$ cat config.mk
export PLATFORM = sky130hd
export DESIGN_NAME = psum_accumulator
export DESIGN_NICKNAME = d
export VERILOG_FILES = /design/src/rtl/systolic_pkg.sv /design/src/rtl/sat_add32.sv /design/src/rtl/psum_accumulator.sv
export SDC_FILE = /design/constraint.sdc
export NUM_CORES = 1
export LEC_CHECK = 0
export ABC_AREA = 0
export CELL_PAD_IN_SITES_DETAIL_PLACEMENT = 0
export CELL_PAD_IN_SITES_GLOBAL_PLACEMENT = 1
export CORE_MARGIN = 8
export CORE_UTILIZATION = 47
export DETAILED_ROUTE_END_ITERATION = 12
export HOLD_SLACK_MARGIN = 0.05
export PLACE_DENSITY_LB_ADDON = 0.1
export SYNTH_ARGS = -nofsm -noshare
export SYNTH_HDL_FRONTEND = slang
export SYNTH_SLANG_ARGS = --single-unit
$ cat constraint.sdc
create_clock -name clk -period 10.6 [get_ports clk]
set_clock_uncertainty 0.2 [all_clocks]
set_input_delay 1.59 -clock clk [delete_from_list [all_inputs] [get_ports clk]]
set_output_delay 1.59 -clock clk [all_outputs]
set_load 0.005 [all_outputs]
$ cat src/rtl/systolic_pkg.sv
// systolic_pkg: shared widths, saturation limits and accumulator FSM states
package systolic_pkg;
    localparam int ACC_W = 32;
    localparam logic [ACC_W-1:0] INT32_MAX = 32'h7FFF_FFFF;
    localparam logic [ACC_W-1:0] INT32_MIN = 32'h8000_0000;
    typedef enum logic [1:0] {IDLE, ACCUM, DRAIN} psum_acc_state_t;
endpackage

$ cat src/rtl/sat_add32.sv
// sat_add32: combinational signed 32-bit adder that clamps to int32 and flags the clamp
module sat_add32
    import systolic_pkg::*;
(
    input  logic [ACC_W-1:0] a,
    input  logic [ACC_W-1:0] b,
    output logic [ACC_W-1:0] y,
    output logic             clamp
);
    logic [ACC_W:0] s;
    assign s     = {a[ACC_W-1], a} + {b[ACC_W-1], b};
    assign clamp = s[ACC_W] ^ s[ACC_W-1];
    assign y     = clamp ? (s[ACC_W] ? INT32_MIN : INT32_MAX) : s[ACC_W-1:0];
endmodule

$ cat src/rtl/psum_accumulator.sv
// psum_accumulator: saturating per-column psum accumulation over K-tiles, then column-serial drain
module psum_accumulator
    import systolic_pkg::*;
#(
    parameter int COLS   = 4,
    parameter int TILE_W = 8,
    localparam int CW    = (COLS > 1) ? $clog2(COLS) : 1
) (
    input  logic                 clk,
    input  logic                 rst,
    input  logic                 start,
    input  logic [TILE_W-1:0]    num_tiles,
    input  logic                 psum_valid,
    output logic                 psum_ready,
    input  logic [COLS*32-1:0]   psum_in,
    output logic                 out_valid,
    input  logic                 out_ready,
    output logic [ACC_W-1:0]     out_data,
    output logic [CW-1:0]        out_col,
    output logic                 busy,
    output logic                 done,
    output logic                 sat_flag
);
    psum_acc_state_t state, state_n;
    logic [ACC_W-1:0]  acc [COLS];
    logic [ACC_W-1:0]  sum [COLS];
    logic [COLS-1:0]   clamp;
    logic [TILE_W-1:0] cnt, tiles;
    logic [CW-1:0]     nxt_col;
    logic [ACC_W-1:0]  nxt_data;
    logic              go, beat, last_beat, hs, last_col;

    assign psum_ready = state == ACCUM;
    assign out_valid  = state == DRAIN;
    assign busy       = state != IDLE;
    assign go         = state == IDLE && start;
    assign beat       = psum_valid && psum_ready;
    assign last_beat  = beat && cnt == tiles - 1'b1;
    assign hs         = out_valid && out_ready;
    assign last_col   = hs && out_col == CW'(COLS - 1);
    assign nxt_col    = out_col + 1'b1;

    for (genvar g = 0; g < COLS; g++) begin : g_lane
        sat_add32 u_add (.a(acc[g]), .b(psum_in[32*g +: 32]), .y(sum[g]), .clamp(clamp[g]));
    end

    // select the accumulator that becomes out_data after the current column is accepted
    always_comb begin
        nxt_data = '0;
        for (int c = 0; c < COLS; c++)
            if (CW'(c) == nxt_col) nxt_data = acc[c];
    end

    // next-state: start -> ACCUM, final beat -> DRAIN, final column -> IDLE
    always_comb begin
        state_n = state;
        state_n = go ? ACCUM : last_beat ? DRAIN : last_col ? IDLE : state;
    end

    // state register
    always_ff @(posedge clk or posedge rst) begin
        if (rst) state <= IDLE;
        else     state <= state_n;
    end

    // accumulators, counters, registered output column and sticky clamp flag
    always_ff @(posedge clk or posedge rst) begin
        if (rst) begin
            for (int c = 0; c < COLS; c++) acc[c] <= '0;
            cnt      <= '0;
            tiles    <= '0;
            out_col  <= '0;
            out_data <= '0;
            sat_flag <= 1'b0;
            done     <= 1'b0;
        end else begin
            done <= last_col;
            if (go) begin
                for (int c = 0; c < COLS; c++) acc[c] <= '0;
                cnt      <= '0;
                tiles    <= (num_tiles == '0) ? TILE_W'(1) : num_tiles;
                out_col  <= '0;
                out_data <= '0;
                sat_flag <= 1'b0;
            end
            if (beat) begin
                for (int c = 0; c < COLS; c++) acc[c] <= sum[c];
                cnt <= cnt + 1'b1;
                if (|clamp) sat_flag <= 1'b1;
                if (last_beat) out_data <= sum[0];
            end
            if (hs && !last_col) begin
                out_col  <= nxt_col;
                out_data <= nxt_data;
            end
        end
    end
endmodule

==> results of run 1 <==
## metrics by stage
step           setup slack (ns)  utilization  hold slack [ns]  instance area, sq um  power (mW)
3_5_place_dp              3.840       0.5390           0.2993                 17450       5.481
5_1_grt                   3.891       0.5591           0.3543                 18100       6.750
2_1_floorplan             3.866            -           0.2673                 15350       4.233
6_report                  4.239       0.5591           0.3163                 18100       6.234
3_3_place_gp              3.873       0.5390           0.2934                 17450       5.453
4_1_cts                   4.311       0.5591           0.3200                 18100       6.198
## worst register-to-register path, stage by stage (launching register included)
cell	delay [ns]
dfrtp_1	0.44
ha_1	0.35
a2111oi_0	0.35
o21ai_0	0.26
a211oi_2	0.41
o21ai_1	0.19
a21oi_1	0.27
o31a_1	0.21
o21ai_1	0.07
a21oi_1	0.24
xnor2_1	0.10
ha_1	0.58
and3_1	0.23
a221o_1	0.93
o31ai_1	0.20
## registers in the layout (all words and copies together) (netlist names)
| signal | flops |
|---|---|
| acc | 128 |
| out_data | 32 |
| done | 1 |
| state | 2 |
| out_col | 2 |
| cnt | 8 |
| tiles | 8 |
| sat_flag | 1 |
## cell type report
type | instances | area [sq um]
sequential | 182 | 4554
multi-input combinational | 1573 | 10250
inverter | 47 | 181.4
tap | 442 | 553.0
clock inverter | 15 | 225.2
fill | 3105 | 14270
timing repair buffer | 194 | 1904
clock buffer | 17 | 425.4
## cells by family (layout without fill, tap and decap cells)
family	count (synthesis)	count (layout)	synth area share
mux	9	9	0.006521
flops	182	182	0.2967
buf+inv	140	273	0.03701
simple gates	592	592	0.1702
fa+ha+maj	145	145	0.1202
compound gates	711	711	0.3032
xor+xnor	116	116	0.06619
## final timing paths
path | endpoint | depth (start not counted) | startpoint | slack, ns
worst max-delay path | acc[57] | 16 | psum_in[65] | 4.24
worst min-delay path | out_data[24] | 2 | out_data[24] | 0.32
worst max register to register | acc[57] | 14 | acc[38] | 5.40
worst min register to register | out_data[24] | 2 | out_data[24] | 0.32
max in group asynchronous | acc[20] | 4 | rst | 6.79
min in group asynchronous | acc[73] | 2 | rst | 1.39
## layer usage
layer / GRT usage / up-vias / share of wire
met5: 0 / - / 0
met4: 0.08220 / 0 / 0.028
met3: 0.03258 / 63 / 0.052
met2: 0.4259 / 426 / 0.46
met1: 0.3784 / 7053 / 0.46
li1: - / 7148 / -
## power by group through the flow
| stage | combinational [mW] | sequential (mW) | clock, mW |
|---|---|---|---|
| 5_1_grt | 4.54 | 1.47 | 0.737 |
| 2_1_floorplan | 3.00 | 1.23 | 0 |
| 4_1_cts | 4.04 | 1.44 | 0.711 |
| 3_5_place_dp | 4.03 | 1.46 | 0 |
| 3_3_place_gp | 4.00 | 1.46 | 0 |
| 6_report | 4.09 | 1.44 | 0.704 |
## cell usage in the layout, fill, tap and decap left out, types with 45 or more instances in the layout
| master | n |
|---|---|
| a21oi_1 | 181 |
| nor2_1 | 204 |
| dfrtp_1 | 182 |
| o21ai_1 | 72 |
| nand2_1 | 218 |
| a22oi_1 | 50 |
| clkdlybuf4s50_1 | 179 |
| ha_1 | 139 |
| a21o_1 | 78 |
| xnor2_1 | 72 |
| inv_1 | 45 |
| o21ai_0 | 124 |
==> metrics.yaml, run 1 <==
drive_above_1_share: 0.05572
worstPathCellList: "clkdlybuf4s50_1 > ha_1 > a21o_1 > a21oi_1 > o21ai_0 > a211oi_2 > o21ai_1 > a21oi_1 > o31a_1 > o21ai_1 > a21oi_1 > xnor2_1 > ha_1 > and3_1 > a221o_1 > o31ai_1"
numPlacedInstances: 2438
slowest_delay_ns: 0.93
overflow: 0
setup_tns_ns: 0
postCtsSetupBuffers: 0
ys.flop_type: "dfrtp_1"
crit_slowest_cell: "a221o_1"
clock-sinks: 182
clkSlewWorstSetupHoldPaths_ns: 0.09
netlist_area_sq_um: 15350
crit_required_ns: 10.69
hpwlAfterDp_mm: 41.11
grt_start_max_net_pins: 69
grt_pass1_vias: 14153
gp_congestion: 0.9071
htreeDepth: 4
synth_edf_count: 0
path_class: "primary input to flop"
cts_buffer_depth: 2
grt_pass1_wl_mm: 81.74
report.final.slew_viol_count: 0
yosys.area.top_type: "dfrtp_1"
ys_ff_latch: 182
power.internal_mw: 2.985
die_h_microns: 196.7
yosys-top-cells-count: "nand2_1, nor2_1, a21oi_1, dfrtp_1, ha_1"
pwr-share-clk: 0.113
cpMostUsedCell: "a21oi_1"
setup_viol_count_final: 0
combPwrFrac: 0.656
final-instance-count-excl-fill: 2470
fin_crit_sh: 0.6001
grt_usage: 0.2684
antenna_found_initial: 0
dieArea_sq_um: 38700
postCtsResizedCells: 0
drtIter0Drc: 1195
critPathTopFamily: "compound AO/OA/AOI/OAI gates"
root_buffer: "clkbuf_16"
die_w_microns: 196.7
initial_core_util: 0.4742
cts_inserted_buffers: 17
outcome: "completed"
leakagePower_nw: 8.232
drv_cap: 0
hold_viol: 0
seq_area_frac_synth: 0.2967
synth.distinct_cells: 94
pwr_density_cell_nw_per_um2: 344.5
route.detailed.drc: 0
synth_cells: 1895
timing.final.crit_period_ns: 6.361
vias: 14690
avgViaCountPerCell: 5.947
max_slew.worst_pin.slew_ns: 1.189
p_seq_frac: 0.231
yosys-top-cells-area: "dfrtp_1, ha_1, a21oi_1"
port_buffers: 179
yosysWarnings: 0
synth_most_common_cell: "nand2_1"
syn_area_per_cell_sq_um: 8.100
switchingPower_mw: 3.249
synth_top_area_frac: 0.2967
core-area_sq_um: 32370
cts_tree: "done"
peakVddDrop_v: 0.0001555
diodes: 0
rows: 66
hp-class: "flop to flop"
ys_async_sr_fraction: 1.000
crit_path_start_kind: "primary input"
relSlewSlack: 0.2073
routed_wl_mm: 52.55
clock_latency_ns: 0.46
fmaxAchievable_mhz: 157.2
ant_nets: 0
crit_buf_inv: 1
finalNetCount: 2301
wire_per_inst_microns: 21.27
rsz0062_at_grt: "no"
dr.pass1.iters: 5
crit_path_end_kind: "flop"
syn-num-nets: 2181
pin_count: 180
area_growth_pct: 17.90
worstPathArrival_ns: 6.45
sw_frac_of_total: 0.5212
worst-path-max-fanout: 31
hold_buffers: 0
(Power assumes the default switching activity.)
==> run 2, diff against run 1 <==
--- a/config.mk
+++ b/config.mk
@@ -9,7 +9,7 @@
 export CELL_PAD_IN_SITES_DETAIL_PLACEMENT = 0
 export CELL_PAD_IN_SITES_GLOBAL_PLACEMENT = 1
 export CORE_MARGIN = 8
-export CORE_UTILIZATION = 47
+export CORE_UTILIZATION = 43
 export DETAILED_ROUTE_END_ITERATION = 12
 export HOLD_SLACK_MARGIN = 0.05
 export PLACE_DENSITY_LB_ADDON = 0.1
==> constraint.sdc (replaced) <==
create_clock -name clk -period 6.3 [get_ports clk]
set_clock_uncertainty 0.2 [all_clocks]
set_input_delay 0.945 -clock clk [delete_from_list [all_inputs] [get_ports clk]]
set_output_delay 0.945 -clock clk [all_outputs]
set_load 0.005 [all_outputs]
==> metrics.yaml, run 2 (same netlist as run 1, synthesis figures left out) <==
outcome: "completed"  # unchanged
max_slew.worst_pin.slew_ns: 1.149  # was 1.189 ns
worst-path-max-fanout: 18  # was 31
pin_count: 180  # unchanged
hold_buffers: 0  # unchanged
route.detailed.drc: 0  # unchanged
utilization: 0.5115  # was 0.5591
routed_wl_mm: 53.66  # was 52.55 mm
finalNetCount: 2306  # was 2301
drtIter0Drc: 1217  # was 1195
crit_required_ns: 6.40  # was 10.69 ns
antenna_found_initial: 0  # unchanged
clock-sinks: 182  # unchanged
largest_reg_flops: 128  # unchanged
rows: 69  # was 66
cts_inserted_buffers: 17  # unchanged
core-area_sq_um: 35400  # was 32370 sq um
dieArea_sq_um: 42000  # was 38700 sq um
die_w_microns: 204.9  # was 196.7 microns
grt_pass1_wl_mm: 83.17  # was 81.74 mm
setup_viol_count_final: 0  # unchanged
gp_congestion: 0.9092  # was 0.9071
crit_path_end_kind: "flop"  # unchanged
crit_path_start_kind: "primary input"  # unchanged
regMostFlops: "acc"  # unchanged
dr.pass1.iters: 5  # unchanged
die_h_microns: 204.9  # was 196.7 microns
setup_tns_ns: 0  # unchanged
grt_start_max_net_pins: 175  # was 69
postCtsResizedCells: 0  # unchanged
overflow: 0  # unchanged
pwr_density_cell_nw_per_um2: 580.2  # was 344.5 nW/um^2
root_buffer: "clkbuf_16"  # unchanged
clock_latency_ns: 0.45  # was 0.46 ns
reg.largest.list: "acc: 128 flops, out_data: 32 flops"  # unchanged
fin_crit_sh: 0.8198
fmaxAchievable_mhz: 193.6
cts_tree: "done"  # unchanged
hpwlAfterDp_mm: 42.09  # was 41.11 mm
final_common_cell: "nand2_1"  # unchanged
area_growth_pct: 17.96  # was 17.90%
path_class: "primary input to flop"  # unchanged
avgViaCountPerCell: 5.839  # was 5.947
grt_pass1_vias: 14328  # was 14153
leakagePower_nw: 8.236  # was 8.232 nW
rsz0062_at_grt: "no"  # unchanged
hp-class: "flop to flop"  # unchanged
diodes: 0  # unchanged
port_buffers: 179  # unchanged
cts_buffer_depth: 2  # unchanged
vias: 14556  # was 14690
worstPathArrival_ns: 5.27  # was 6.45 ns
relSlewSlack: 0.2339  # was 0.2073
drv_cap: 0  # unchanged
peakVddDrop_v: 0.0002587  # was 0.0001555 V
report.final.slew_viol_count: 0  # unchanged
grt_usage: 0.2522  # was 0.2684
htreeDepth: 4  # unchanged
power_mw: 10.51  # was 6.234 mW
wire_per_inst_microns: 21.53  # was 21.27 microns
clkSlewWorstSetupHoldPaths_ns: 0.07  # was 0.09 ns
postCtsSetupBuffers: 0  # unchanged
initial_core_util: 0.4337  # was 0.4742
timing.final.crit_period_ns: 5.165
layout_common_cells: "nand2_1, nor2_1, dfrtp_1"  # unchanged
hold_viol: 0  # unchanged
ant_nets: 0  # unchanged
drive_above_1_share: 0.05758  # was 0.05572
-- run 2: cell count changes in the layout (fill, tap and decap cells not counted), moves of 2 or more --
cell / delta
buf_4: +4
clkinv_8: -6
inv_12: -2
inv_6: +2
inv_8: +3
-- run 2: worst max-delay path: stages --
cell	delay (ns)
clkdlybuf4s50_1	0.46
ha_1	0.18
inv_1	0.06
fa_1	0.40
nor2b_1	0.13
o21a_1	0.16
o211ai_1	0.14
a21boi_2	0.24
a41oi_2	0.20
o31ai_2	0.48
a21o_1	0.21
a211o_1	0.16
nand2_1	0.09
ha_1	0.43
buf_4	0.30
o21ai_1	0.10
nand2_1	0.41
o21ai_0	0.18
-- run 2: power breakdown --
| group | switching (mW) | internal [mW] | total [mW] |
|---|---|---|---|
| Combinational | 4.17 | 2.76 | 6.93 |
| Clock | 0.546 | 0.577 | 1.12 |
| Sequential | 0.731 | 1.72 | 2.45 |
-- run 2: cell type report --
class | instances | area (sq um)
fill | 3527 | 17290
multi-input combinational | 1573 | 10250
sequential | 182 | 4554
timing repair buffer | 199 | 1954
tap | 461 | 576.8
clock buffer | 18 | 439.2
inverter | 47 | 181.4
clock inverter | 13 | 153.9
-- run 2: per-layer routing --
| layer | share of wire | wire length [microns] | track usage |
|---|---|---|---|
| met4 | 0.023 | 1241 | 0.07046 |
| met5 | 0 | 0 | 0 |
| met2 | 0.45 | 24290 | 0.4001 |
| met1 | 0.47 | 25310 | 0.3501 |
| met3 | 0.053 | 2818 | 0.04190 |
-- run 2: stage by stage --
stage,setup WS (ns),instance area (sq um),hold slack (ns),cells
after CTS,1.175,18110,0.3192,2493
after global routing,0.7971,18110,0.3466,2493
after detailed placement,0.7378,17510,0.3011,2462
after floorplan,0.2113,15350,0.2673,1895
final,1.135,18110,0.3275,2493
after global placement,0.7704,17510,0.2947,2462
-- run 2: path summary, 6_finish.rpt --
path | start | depth (start not counted) | slack, ns | endpoint
setup reg to reg | acc[0] | 17 | 1.66 | acc[16]
hold / removal | acc[82] | 2 | 0.33 | acc[82]
max in group asynchronous | rst | 3 | 4.04 | acc[119]
min in group asynchronous | rst | 2 | 0.56 | acc[71]
hold reg to reg | acc[82] | 2 | 0.33 | acc[82]
setup / recovery | psum_in[96] | 18 | 1.14 | acc[16]
